--- src/rtl/pop_sequence_monitor_pkg.sv ---
// pop_sequence_monitor_pkg: shared state encodings, error codes and default widths for the POP monitor.
package pop_sequence_monitor_pkg;
    localparam int CNT_WIDTH_DEF = 20;
    localparam int SEQ_CNT_WIDTH_DEF = 16;
    typedef enum logic [2:0] {
        ST_RESYNC,
        ST_IDLE,
        ST_PUMP,
        ST_DARK1,
        ST_MW,
        ST_DARK2,
        ST_PROBE,
        ST_REPORT
    } state_t;
    typedef enum logic [2:0] {
        ERR_NONE    = 3'd0,
        ERR_ORDER   = 3'd1,
        ERR_OVERLAP = 3'd2,
        ERR_SAMPLE  = 3'd3,
        ERR_TIMEOUT = 3'd4
    } err_t;
endpackage

--- src/rtl/pop_sequence_monitor_input_sync.sv ---
// pop_input_sync: registers negedge-launched pin levels and derives a rise strobe per input.
module pop_input_sync #(
    parameter int N = 4
) (
    input  logic         clock_2_5M,
    input  logic         reset,
    input  logic [N-1:0] d,
    output logic [N-1:0] q,
    output logic [N-1:0] rise
);
    logic [N-1:0] q_d;
    always_ff @(posedge clock_2_5M) begin
        if (reset) begin
            q   <= '0;
            q_d <= '0;
        end else begin
            q   <= d;
            q_d <= q;
        end
    end
    assign rise = q & ~q_d;
endmodule

--- src/rtl/pop_sequence_monitor.sv ---
// pop_sequence_monitor: decodes pump/MW/probe/sample pin activity into per-cycle interval widths and fault codes.
module pop_sequence_monitor
    import pop_sequence_monitor_pkg::*;
#(
    parameter int CNT_WIDTH     = CNT_WIDTH_DEF,
    parameter int SEQ_CNT_WIDTH = SEQ_CNT_WIDTH_DEF
) (
    input  logic                     clock_2_5M,
    input  logic                     reset,
    input  logic                     pump,
    input  logic                     probe,
    input  logic                     MW,
    input  logic                     sample,
    output logic [CNT_WIDTH-1:0]     pump_width,
    output logic [CNT_WIDTH-1:0]     dark1_width,
    output logic [CNT_WIDTH-1:0]     mw_width,
    output logic [CNT_WIDTH-1:0]     dark2_width,
    output logic [CNT_WIDTH-1:0]     probe_width,
    output logic                     result_valid,
    output logic                     err_valid,
    output logic [2:0]               err_code,
    output logic [SEQ_CNT_WIDTH-1:0] seq_count,
    output logic                     busy
);
    logic [3:0] lv, rs;
    logic pump_q, probe_q, mw_q, sample_q, mw_r, probe_r, unused_rise;
    logic ov, od, sm, counting, sat;
    logic [CNT_WIDTH-1:0] cnt, pw_l, d1_l, mw_l, d2_l;
    state_t state, next;
    err_t err;

    pop_input_sync #(.N(4)) u_sync (
        .clock_2_5M(clock_2_5M),
        .reset(reset),
        .d({sample, MW, probe, pump}),
        .q(lv),
        .rise(rs)
    );

    assign {sample_q, mw_q, probe_q, pump_q} = lv;
    assign mw_r = rs[2];
    assign probe_r = rs[1];
    assign unused_rise = rs[3] ^ rs[0];
    assign counting = state inside {ST_PUMP, ST_DARK1, ST_MW, ST_DARK2, ST_PROBE};
    assign sat = &cnt;
    assign result_valid = state == ST_REPORT;

    always_comb begin
        next = state;
        ov = 1'b0;
        od = 1'b0;
        sm = 1'b0;
        case (state)
            ST_RESYNC: next = (pump_q | probe_q | mw_q) ? ST_RESYNC : ST_IDLE;
            ST_IDLE: begin
                od = mw_q | probe_q;
                next = pump_q ? ST_PUMP : ST_IDLE;
            end
            ST_PUMP: begin
                ov = (pump_q & (mw_q | probe_q)) | (mw_q & probe_q);
                od = ~pump_q & ~mw_q & probe_q;
                next = pump_q ? ST_PUMP : mw_q ? ST_MW : ST_DARK1;
            end
            ST_DARK1: begin
                ov = pump_q | (mw_q & probe_q);
                od = probe_q & ~mw_q;
                next = mw_r ? ST_MW : ST_DARK1;
            end
            ST_MW: begin
                ov = pump_q | (mw_q & probe_q);
                next = mw_q ? ST_MW : probe_q ? ST_PROBE : ST_DARK2;
            end
            ST_DARK2: begin
                ov = pump_q;
                od = mw_q;
                next = probe_r ? ST_PROBE : ST_DARK2;
            end
            ST_PROBE: begin
                ov = pump_q | mw_q;
                sm = ~sample_q;
                next = probe_q ? ST_PROBE : ST_REPORT;
            end
            default: next = ST_IDLE;
        endcase
        err = ov ? ERR_OVERLAP : od ? ERR_ORDER : sm ? ERR_SAMPLE :
              (counting && sat) ? ERR_TIMEOUT : ERR_NONE;
        if (err != ERR_NONE) next = ST_RESYNC;
    end

    // the transition cycle itself is the first counted cycle of the new interval
    always_ff @(posedge clock_2_5M) begin
        if (reset) begin
            state       <= ST_RESYNC;
            cnt         <= '0;
            pw_l        <= '0;
            d1_l        <= '0;
            mw_l        <= '0;
            d2_l        <= '0;
            pump_width  <= '0;
            dark1_width <= '0;
            mw_width    <= '0;
            dark2_width <= '0;
            probe_width <= '0;
            seq_count   <= '0;
            err_valid   <= 1'b0;
            err_code    <= '0;
            busy        <= 1'b0;
        end else begin
            state <= next;
            cnt <= (next != state) ? CNT_WIDTH'(1) : cnt + CNT_WIDTH'(counting & ~sat);
            if (state == ST_PUMP && next != ST_PUMP) pw_l <= cnt;
            if (next == ST_MW && state != ST_MW) d1_l <= (state == ST_DARK1) ? cnt : '0;
            if (state == ST_MW && next != ST_MW) mw_l <= cnt;
            if (next == ST_PROBE && state != ST_PROBE) d2_l <= (state == ST_DARK2) ? cnt : '0;
            if (state == ST_PROBE && next == ST_REPORT) begin
                pump_width  <= pw_l;
                dark1_width <= d1_l;
                mw_width    <= mw_l;
                dark2_width <= d2_l;
                probe_width <= cnt;
                seq_count   <= seq_count + SEQ_CNT_WIDTH'(1);
            end
            err_valid <= err != ERR_NONE;
            if (err != ERR_NONE) err_code <= err;
            busy <= next != ST_IDLE;
        end
    end
endmodule

--- config.mk ---
export PLATFORM = sky130hd
export DESIGN_NAME = pop_sequence_monitor
export DESIGN_NICKNAME = d
export VERILOG_FILES = /design/src/rtl/pop_sequence_monitor_pkg.sv /design/src/rtl/pop_sequence_monitor_input_sync.sv /design/src/rtl/pop_sequence_monitor.sv
export SDC_FILE = /design/constraint.sdc
export NUM_CORES = 1
export LEC_CHECK = 0
export ABC_CLOCK_PERIOD_IN_PS = 3200
export BUFFER_PORTS_ARGS = -buffer_cell sky130_fd_sc_hd__buf_4
export CAP_MARGIN = 20
export CORE_MARGIN = 2
export CORE_UTILIZATION = 54
export CTS_CLUSTER_SIZE = 8
export DETAILED_ROUTE_END_ITERATION = 10
export PLACE_DENSITY = 0.73
export SYNTH_ARGS = -nofsm -noshare
export SYNTH_HDL_FRONTEND = slang
export SYNTH_HIERARCHICAL = 1
export SYNTH_SLANG_ARGS = --single-unit
--- constraint.sdc ---
create_clock -name clock_2_5M -period 3.2 [get_ports clock_2_5M]
set_input_delay 0.16 -clock clock_2_5M [delete_from_list [all_inputs] [get_ports clock_2_5M]]
set_output_delay 0.16 -clock clock_2_5M [all_outputs]
set_load 0.05 [all_outputs]
* Yosys cells after proc, flatten, opt, wreduce, memory -nomap -nowiden
Cells that the tools add are included.
Word-level totals: bits in registers 231, input port bits 6, output and inout port bits 122
Operators by class: reductions and logical operators 12, bitwise operators 18, muxes and demuxes 21, eq/ne operators 16, $add $sub $neg 2
Operators with widths (count):
- 2-to-1 mux 20 bit | 2
- 2-to-1 mux 3 bit | 8
- equality test 3 bit, second input constant | 7
- case mux 3 bit (7 select lines) | 1
- adder 20 bit | 1
- AND 1 x 20 -> 20 bit | 1
- inverter 1 -> 20 bit | 1
- AND reduction 20 bit | 1
- adder 16 x 1 -> 16 bit, second input constant | 1
- != test 3 bit, second input constant | 3
- 2-to-1 mux 2 bit | 4
- case mux 1 bit (4 select lines) | 2
- equality test 3 x 2 -> 1 bit, second input constant | 2
- logical AND 1 bit | 6
- OR 1 bit | 6
- AND 1 bit | 5
- nonzero test 5 bit | 1
- 2-to-1 mux 1 bit | 4
- OR reduction 2 bit | 2
- AND 3 bit | 1
- equality test 3 x 1 -> 1 bit, second input constant | 1
- zero test 3 bit | 1
- != test 3 x 1 -> 1 bit, second input constant | 1
- != test 3 x 2 -> 1 bit, second input constant | 1
- other kinds (4) | 6

* Logic depth before layout (Yosys ltp)
Gate-level depths: netlist of the first run.
depth in word-level cells 11, mapped depth 13, depth with buffers taken out 11

* Hierarchy
Netlist of the first run, hierarchy kept.
Modules (own cells, without submodules):
- pop_sequence_monitor | sequential area each 4484.3 um^2, area an instance 9016.1 um^2, times used 1, cells each 1073
- pop_input_sync | sequential area each 160.2 um^2, area an instance 235.2 um^2, times used 1, cells each 20

* Worst setup path after synthesis of the first run
No wires, ideal clock.
path type flip-flop to flip-flop, from reg state[2], to reg pw_l[3], setup time 0.072 ns, path buffers 3, clock period less this slack 2.383 ns, stages on the path, launching flop included 10, slack 0.817 ns, data arrival time 2.311 ns, cells stage by stage dfxtp_1 -> buf_4 -> inv_1 -> ha_1 -> a2111o_1 -> and3_4 -> buf_6 -> a2111oi_4 -> buf_6 -> mux2i_1
Between the ends: word-level cells in the longest chain between the ends 11
RTL lines:
- start, declared | RTL line pop_sequence_monitor.sv:29 | state_t state, next;
- start signal, assigned | RTL line pop_sequence_monitor.sv:109 | state <= next;
- equality test 3 x 2 -> 1 bit, or another cell as far along | RTL line pop_sequence_monitor.sv:44, pop_sequence_monitor.sv:53, pop_sequence_monitor.sv:111
- nonzero test 5 bit | RTL line pop_sequence_monitor.sv:44 | assign counting = state inside {ST_PUMP, ST_DARK1, ST_MW, ST_DARK2, ST_PROBE};
- logical AND 1 bit | RTL line pop_sequence_monitor.sv:86 | (counting && sat) ? ERR_TIMEOUT : ERR_NONE;
- 2-to-1 mux 3 bit | RTL line pop_sequence_monitor.sv:86
- 2-to-1 mux 3 bit (3 in series) | RTL line pop_sequence_monitor.sv:85 | err = ov ? ERR_OVERLAP : od ? ERR_ORDER : sm ? ERR_SAMPLE :
- nonzero test 3 bit | RTL line pop_sequence_monitor.sv:87 | if (err != ERR_NONE) next = ST_RESYNC;
- 2-to-1 mux 3 bit | RTL line pop_sequence_monitor.sv:87
- != test 3 x 2 -> 1 bit | RTL line pop_sequence_monitor.sv:111 | if (state == ST_PUMP && next != ST_PUMP) pw_l <= cnt;
- logical AND 1 bit * | RTL line pop_sequence_monitor.sv:111
- end signal, assigned | RTL line pop_sequence_monitor.sv:111
- end, declared | RTL line pop_sequence_monitor.sv:28 | logic [CNT_WIDTH-1:0] cnt, pw_l, d1_l, mw_l, d2_l;
Every way passes the cells marked *; elsewhere a longest branch is shown, timed or not. A chain may end at the register's enable or synchronous reset.

* Worst setup path in the final report of the first run
from reg state[2], to reg pw_l[12]
Same word-level chain as after synthesis.

==> out/results.ini, run 1 <==
[outcome]
status=finished, final reports clean

[clock_network]
cts.sinks=230
htree_levels=2
clock_latency_ns=0.49
cts_inserted_buffers=34
root_buffer=clkbuf_16
clk_pin_slew_worst_paths_ns=0.05
cts_tree=built
cts.path.max_buffers=3

[synth]
synth_cells=1087
yosysWarnings=6
synth_nets=1097
synth.avg_cell_area_um2=8.45
synthesis.area_um2=9190

[drt]
routed_wl_mm=23.0
dr.max_layer_used=met4
dr.pass1.iters=5
wl_met1_mm=10.3
vias_per_cell=5.62
ant_nets=0
drt-initial-drc-count=725
wl_met3_mm=1.64
wl_met2_mm=10.6
wl_per_cell_um=16.2
num_vias=7987
drc=0

[timing]
fin_ws_ns=0.392
timing.hold.ws_ns=0.168
setup_tns_ns=0
fmax_ghz=0.356
tightest_slew_ns=0.691
rsz0062_at_grt=false
finalClockSkew_ns=0.0154
finalCritPeriodShare=0.878
drv_slew=0
setup_viol=0
final.min_clock_period_ns=2.81
hold_viol_final=0
slew-limit-headroom=0.540

[global_routing]
grt_pass1_wl_mm=37.1
grt_usage=0.253
grt_remaining_overflow=0
grt_max_degree=100
grt_pass1_vias=7319
antenna_found_initial=0

[setup_path]
startpoint_type=flip-flop
worstPathCellList=inv_1, ha_1, a2111o_1, and3_4, a2111oi_4, buf_4, mux2i_1
crit_required_ns=3.61
slowest_delay_ns=0.48
endpoint_kind=flip-flop
critPathKind=reg2reg
critPathArrivalTime_ns=3.22
cp_max_fo=26
cp_slowest_cell=dfxtp_2

[placement]
gp_congestion=0.900
place_hpwl_mm=14.8
placed_cell_area_um2=10400
pre_cts_slack_ns=0.234
port_buffers=127

[final_layout]
antennaDiodeCount=0
drive_gt1_frac=0.178
final_nets=1210
postLayoutCellArea_um2=11300
fill_cells=1399
synthToLayoutAreaGrowth_pct=23.0

[floorplanning]
num_rows=47
dieArea_um2=18100
dieWidth_um=134
start_util=0.554
boundaryPins=128
core_um2=16600
die_h_um=134

[hold_path]
hold_path.class=in2reg

[pwr]
swShare=0.213
p_comb_frac=0.041
seqPwrFrac=0.467
p_leak_nw=4.16
max-vdd-ir-drop_mv=0.467
p_sw_w=0.00133
powerDensity_nw_per_um2=552
pwr-share-clk=0.492
intPower_w=0.00491

[flow_run]
cap_viol_max_count=0

-- final timing paths --
check	slack [ns]	from	to	cells after the start
hold / removal	0.17	reset	u_sync/q_d[1]	2
hold reg to reg	0.45	dark2_width[15]	dark2_width[15]	2
setup / recovery	0.39	state[2]	pw_l[12]	7
setup reg to reg	0.39	state[2]	pw_l[12]	7
-- layout by cell type (no fill, tap or decap), types with 2 or more instances in the layout --
cell           count
o21ai_0           32
or2_2              2
or4_1              9
and4_4             2
nand3_1           35
ha_1               4
nor3_1             8
inv_1              7
o31ai_1            9
xor2_1            14
or3_1              7
buf_4            162
nor4_1            19
mux2i_1           42
xnor2_1            5
nor3b_1            2
nor2_1            21
buf_12             3
nor2b_1           16
a31oi_1            2
nand2b_1          63
dfxtp_1          229
clkbuf_16         35
and4_1             6
and3_1             3
dlygate4sd3_1      4
a21oi_1          162
nand2_1          239
nand4_1           31
-- power by group through the flow --
| stage | Combinational [W] | Sequential, W | Clock, W |
|---|---|---|---|
| floorplan | 0.000184 | 0.00296 | 0 |
| global placement | 0.000248 | 0.00296 | 0 |
| detailed placement | 0.000249 | 0.00296 | 0 |
| CTS | 0.000252 | 0.00291 | 0.00313 |
| global route | 0.000276 | 0.00291 | 0.00326 |
| finish | 0.000255 | 0.00291 | 0.00307 |
-- layout make-up --
type                       count  area [µm²]  share of cell area
multi-input combinational    757        4170               0.369
clock inverter                 1        8.76            0.000775
sequential                   230        4610               0.408
tap                          220         275              0.0244
inverter                       7        26.3             0.00233
timing repair buffer         170        1330               0.117
clock buffer                  36         890              0.0787
-- repair_timing --
item | in CTS | in global routing
setup buffers | 0 | 0
resized for setup | 0 | 1
setup endpoints to repair | 0 | 15
hold endpoints to repair | 4 | 0
hold buffers | 4 | 0
-- worst max-delay path: cells and delay by family, from the launching register on --
| family | cells | cell delay [ns] |
|---|---|---|
| multiplexers | 1 | 0.24 |
| adder cells (fa/ha/maj) | 1 | 0.33 |
| AND/OR/NAND/NOR | 1 | 0.30 |
| buffers and inverters | 2 | 0.58 |
| flip-flops | 1 | 0.48 |
| AO/OA/AOI/OAI | 2 | 0.79 |
-- layer usage --
layer | vias up | GRT usage
met3 | 38 | 0.0548
met1 | 3743 | 0.345
met4 | 0 | 0.0865
li1 | 3941 | -
met5 | - | 0
met2 | 265 | 0.397
-- metrics by stage --
step / power (W) / util / instances
5_1_grt: 0.00645 / 0.681 / 1421
3_5_place_dp: 0.00321 / 0.625 / 1380
6_report: 0.00623 / 0.681 / 1421
4_1_cts: 0.00629 / 0.681 / 1421
3_3_place_gp: 0.00321 / 0.625 / 1380
2_1_floorplan: 0.00315 / - / 1087
Power figures use the tool's default switching activity.
==> run 2, diff against run 1 <==
==> constraint.sdc (replaced) <==
create_clock -name clock_2_5M -period 3.2 [get_ports clock_2_5M]
set_input_delay 0.32 -clock clock_2_5M [delete_from_list [all_inputs] [get_ports clock_2_5M]]
set_output_delay 0.32 -clock clock_2_5M [all_outputs]
set_load 0.05 [all_outputs]
==> run 2 against run 1 <==
- die area stayed put
- critical endpoint is now pw_l[9]
- wire length rose by 2.9%
- largest cell class unchanged
- largest power group unchanged
- register-to-register slack got worse by 0.04 ns
- sequential power barely moved
- via count increased by 0.76%
==> out/results.ini, run 2 (same netlist as run 1, synthesis figures left out) <==
[global_routing]
grtUsageMet1=0.354
grt_max_degree=89
grt_pass1_wl_mm=37.6
grt_pass1_vias=7433
grt_remaining_overflow=0
grt_usage=0.257
antenna_found_initial=0
gr-usage-met2=0.410
gr-max-usage-layer=met2
use_met3=0.0465

[hold_path]
hold_path.class=in2reg
whs_path_depth=2

[timing]
slew-limit-headroom=0.569
hold_viol_final=0
finalCritPeriodShare=0.890
drv_slew=0
fmax_ghz=0.351
rsz0062_at_grt=false
tightest_slew_ns=0.645
setup_tns_ns=0
finalClockSkew_ns=0.0167
final.min_clock_period_ns=2.85
setup_viol=0

[setup_path]
slowest_delay_ns=0.47
r2r_cells=7
worstPathCellList=inv_1, ha_1, a2111o_1, and3_4, a2111oi_4, buf_4, mux2i_1
endpoint_kind=flip-flop
crit_required_ns=3.60
cp_slowest_cell=dfxtp_1
cp_max_fo=26
reg2reg_setup_slack_ns=0.35
critPathArrivalTime_ns=3.25
startpoint_type=flip-flop
critPathKind=reg2reg

[final_layout]
layout_commonest_cell=nand2_1
synthToLayoutAreaGrowth_pct=22.7
layout_common_cells=239 x nand2_1, 230 x dfxtp_1, 162 x a21oi_1, 161 x buf_4, 63 x nand2b_1
drive_gt1_frac=0.178
utilization=0.680
antennaDiodeCount=0
final_nets=1206
fill_cells=1377

[clock_network]
clock_latency_ns=0.49
cts_tree=built
postCtsHoldBufs=0
cts_resized=0
clk_pin_slew_worst_paths_ns=0.05
root_buffer=clkbuf_16
cts_inserted_buffers=34
cts.sinks=230
htree_levels=2
cts.path.max_buffers=3
cts_setup_buffers=0

[flow_run]
cap_viol_max_count=0

[floorplanning]
die_h_um=134
boundaryPins=128
dieWidth_um=134
num_rows=47
core_um2=16600
start_util=0.554
dieArea_um2=18100

[placement]
port_buffers=127
place_hpwl_mm=15.3
gp_congestion=0.909

[pwr]
pwr-share-clk=0.494
seqPwrFrac=0.466
max-vdd-ir-drop_mv=0.401
intPower_w=0.00490
powerDensity_nw_per_um2=553
p_leak_nw=4.15
swShare=0.214
p_comb_frac=0.040
p_sw_w=0.00133

[drt]
drc=0
vias_per_cell=5.68
drt-initial-drc-count=601
num_vias=8048
wl_per_cell_um=16.7
routed_wl_mm=23.7
ant_nets=0
dr.pass1.iters=5

[outcome]
status=finished, final reports clean

==> run 2: cell count changes in the layout (fill, tap and decap cells not counted) <==
cell / before / now
dfxtp_2: 1 / 0
dfxtp_1: 229 / 230
buf_4: 162 / 161
buf_12: 3 / 4
dlygate4sd3_1: 4 / 0
==> run 2: power by group through the flow <==
| stage | sequential (W) | combinational (W) | clock (W) |
|---|---|---|---|
| finish | 0.00291 | 0.000250 | 0.00308 |
| global route | 0.00291 | 0.000270 | 0.00324 |
| CTS | 0.00291 | 0.000247 | 0.00312 |
| detailed placement | 0.00296 | 0.000247 | 0 |
| global placement | 0.00296 | 0.000248 | 0 |
| floorplan | 0.00296 | 0.000184 | 0 |
==> run 2: critical path, delay by kind of cell (launching register included) <==
| kind | cells | cell delay (ns) |
|---|---|---|
| AO/OA/AOI/OAI | 2 | 0.79 |
| adder cells (fa/ha/maj) | 1 | 0.33 |
| buffers and inverters | 2 | 0.59 |
| flip-flops | 1 | 0.47 |
| multiplexers | 1 | 0.26 |
| AND/OR/NAND/NOR | 1 | 0.29 |
==> run 2: final cells by class <==
type	count	area, µm²	area share
Sequential cell	230	4600	0.409
Timing Repair Buffer	166	1300	0.115
Clock inverter	1	8.76	0.000777
Tap cell	220	275	0.0244
Multi-Input combinational cell	757	4170	0.370
Clock buffer	36	890	0.0789
Inverter	7	26.3	0.00233
==> run 2: stage by stage <==
step	worst slack, ns	cell area [µm²]	total power, W	instances	hold WS, ns
after floorplan	0.817	9190	0.00315	1087	0.392
after CTS	0.357	11300	0.00627	1417	0.0261
final	0.352	11300	0.00624	1417	0.0440
after global routing	0.174	11300	0.00642	1417	0.0342
after global placement	0.536	10400	0.00321	1380	0.438
after detailed placement	0.416	10400	0.00321	1380	0.443
==> run 2: worst paths after layout <==
check                              start         endpoint
worst min register to register  d2_l[13]  dark2_width[13]
worst min-delay path               probe      u_sync/q[1]
worst max-delay path            state[2]          pw_l[9]
worst max register to register  state[2]          pw_l[9]
==> run 2: metal layers <==
| metal | share of wire | vias up | routed length (µm) |
|---|---|---|---|
| li1 | - | 3913 | - |
| met1 | 0.45 | 3788 | 10600 |
| met2 | 0.47 | 296 | 11000 |
| met3 | 0.065 | 51 | 1540 |
| met4 | 0.024 | 0 | 559 |
| met5 | 0 | - | 0 |
==> run 3, diff against run 2 <==
- ABC_CLOCK_PERIOD_IN_PS: 3200 -> 2500
- CORE_UTILIZATION: 54 -> 52
- clock period: 3.2 -> 2.5 ns (I/O delays scaled with it)
==> run 3 against run 2 <==
- the run now ends with negative setup slack left
- register-to-register slack worse by 0.46 ns
- wire length grew 5.1%
- sequential cell count is the same
- fmax rose by 9.1%
- non-clock buffer count grew 37
- setup slack lost 0.46 ns
- sequential share of layout area decreased by 1.9 points
==> out/results.ini, run 3 (same netlist as run 1, synthesis figures left out) <==
[clock_network]
root_buffer=clkbuf_16
cts_inserted_buffers=34
cts.path.max_buffers=3
clock_latency_ns=0.49
htree_levels=2
clk_pin_slew_worst_paths_ns=0.05
cts.sinks=230
cts_tree=built

[timing]
finalClockSkew_ns=0.0107
fmax_ghz=0.383
drv_slew=0
setup_viol=3
fin_ws_ns=-0.111
rsz0062_at_grt=true
tightest_slew_ns=0.829
hold_viol_final=0
finalCritPeriodShare=1.04
final.min_clock_period_ns=2.61
slew-limit-headroom=0.447
setup_tns_ns=-0.241
timing.hold.ws_ns=0.158

[setup_path]
timing.rr.start=state[2]
r2r-end=seq_count[9]
startpoint_type=flip-flop
reg2reg_setup_slack_ns=-0.11
cp_max_fo=5
endpoint=seq_count[9]
critPathKind=reg2reg
cp-startpoint=state[2]
endpoint_kind=flip-flop
critPathArrivalTime_ns=3.03
crit_required_ns=2.92
r2r_cells=9

[final_layout]
synthToLayoutAreaGrowth_pct=29.2
antennaDiodeCount=0
final_nets=1243
postLayoutCellArea_um2=11900
drive_gt1_frac=0.218
layout_common_cells=239 x nand2_1, 224 x dfxtp_1, 181 x buf_4, 160 x a21oi_1, 63 x nand2b_1
fill_cells=1391
layout_commonest_cell=nand2_1

[global_routing]
grt_pass1_wl_mm=36.8
grt_max_degree=65
grt_pass1_vias=7291
grt_usage=0.246
grt_remaining_overflow=0
antenna_found_initial=0

[drt]
wl_per_cell_um=17.1
dr.pass1.iters=5
ant_nets=0
vias_per_cell=5.62
num_vias=8202
drc=0
drt-initial-drc-count=597
routed_wl_mm=24.9

[placement]
gp_congestion=0.856
pre_cts_slack_ns=-0.0167
port_buffers=127
place_hpwl_mm=15.2
placed_cell_area_um2=10600

[floorplanning]
boundaryPins=128
num_rows=48
core_um2=17300
dieWidth_um=137
dieArea_um2=18700
start_util=0.531
die_h_um=137

[pwr]
powerDensity_nw_per_um2=680
p_leak_nw=4.42
max-vdd-ir-drop_mv=0.546
p_total_w=0.00807

[outcome]
failed_checks=negative setup slack
status=finished, violations left

[hold_path]
worstHoldStart=reset
hold_path.class=in2reg

[flow_run]
cap_viol_max_count=0

[run 3: critical path, stage by stage (launching register included)]
cell       delay, ns
dfxtp_4         0.38
buf_12          0.13
nor2b_4         0.04
or4_4           0.45
a31oi_4         0.17
nand4_1         0.29
buf_4           0.26
clkbuf_16       0.15
or4_4           0.53
a21oi_2         0.14
[run 3: how the worst min path moves through the flow]
stage	end	slack, ns	cells after the start
global placement	mw_width[6]	0.44	2
detailed placement	mw_width[5]	0.44	2
finish	u_sync/q_d[2]	0.16	2
CTS	u_sync/q_d[2]	0.15	2
floorplan	u_sync/q[0]	0.32	1
global route	u_sync/q[2]	0.19	2
[run 3: per-stage QoR]
stage / std cells / utilization
after CTS: 1441 / 0.665
after global placement: 1400 / 0.611
final: 1459 / 0.686
after global routing: 1459 / 0.686
after detailed placement: 1400 / 0.611
after floorplan: 1087 / -
[run 3: area by class of cell]
class                      count  area, µm²  area share
inverter                       7       26.3     0.00221
clock inverter                 1       8.76    0.000738
sequential                   230       4620       0.389
clock buffer                  36        890      0.0750
multi-input combinational    757       4250       0.358
tap                          225        282      0.0237
timing repair buffer         203       1790       0.151
[run 3: power breakdown]
group | leakage (nW) | switching [W] | internal, W | total [W]
combinational | 2.12 | 0.000250 | 0.000153 | 0.000403
clock | 0.443 | 0.00148 | 0.00248 | 0.00395
sequential | 1.86 | 0.0000220 | 0.00369 | 0.00371
[run 3: timing repair]
action,in CTS,in global routing
endpoints found under the hold margin,4,0
endpoints found under the setup margin,6,151
pin swaps,2,8
hold buffers,4,0
gates resized for setup,1,31
buffers inserted,0,11
cloned,0,7
[run 3: per-layer routing]
| metal | up-vias | track usage | part of all wire |
|---|---|---|---|
| met5 | - | 0 | 0 |
| met3 | 40 | 0.0407 | 0.056 |
| met4 | 0 | 0.0888 | 0.022 |
| met1 | 3886 | 0.331 | 0.44 |
| met2 | 272 | 0.401 | 0.48 |
| li1 | 4004 | - | - |
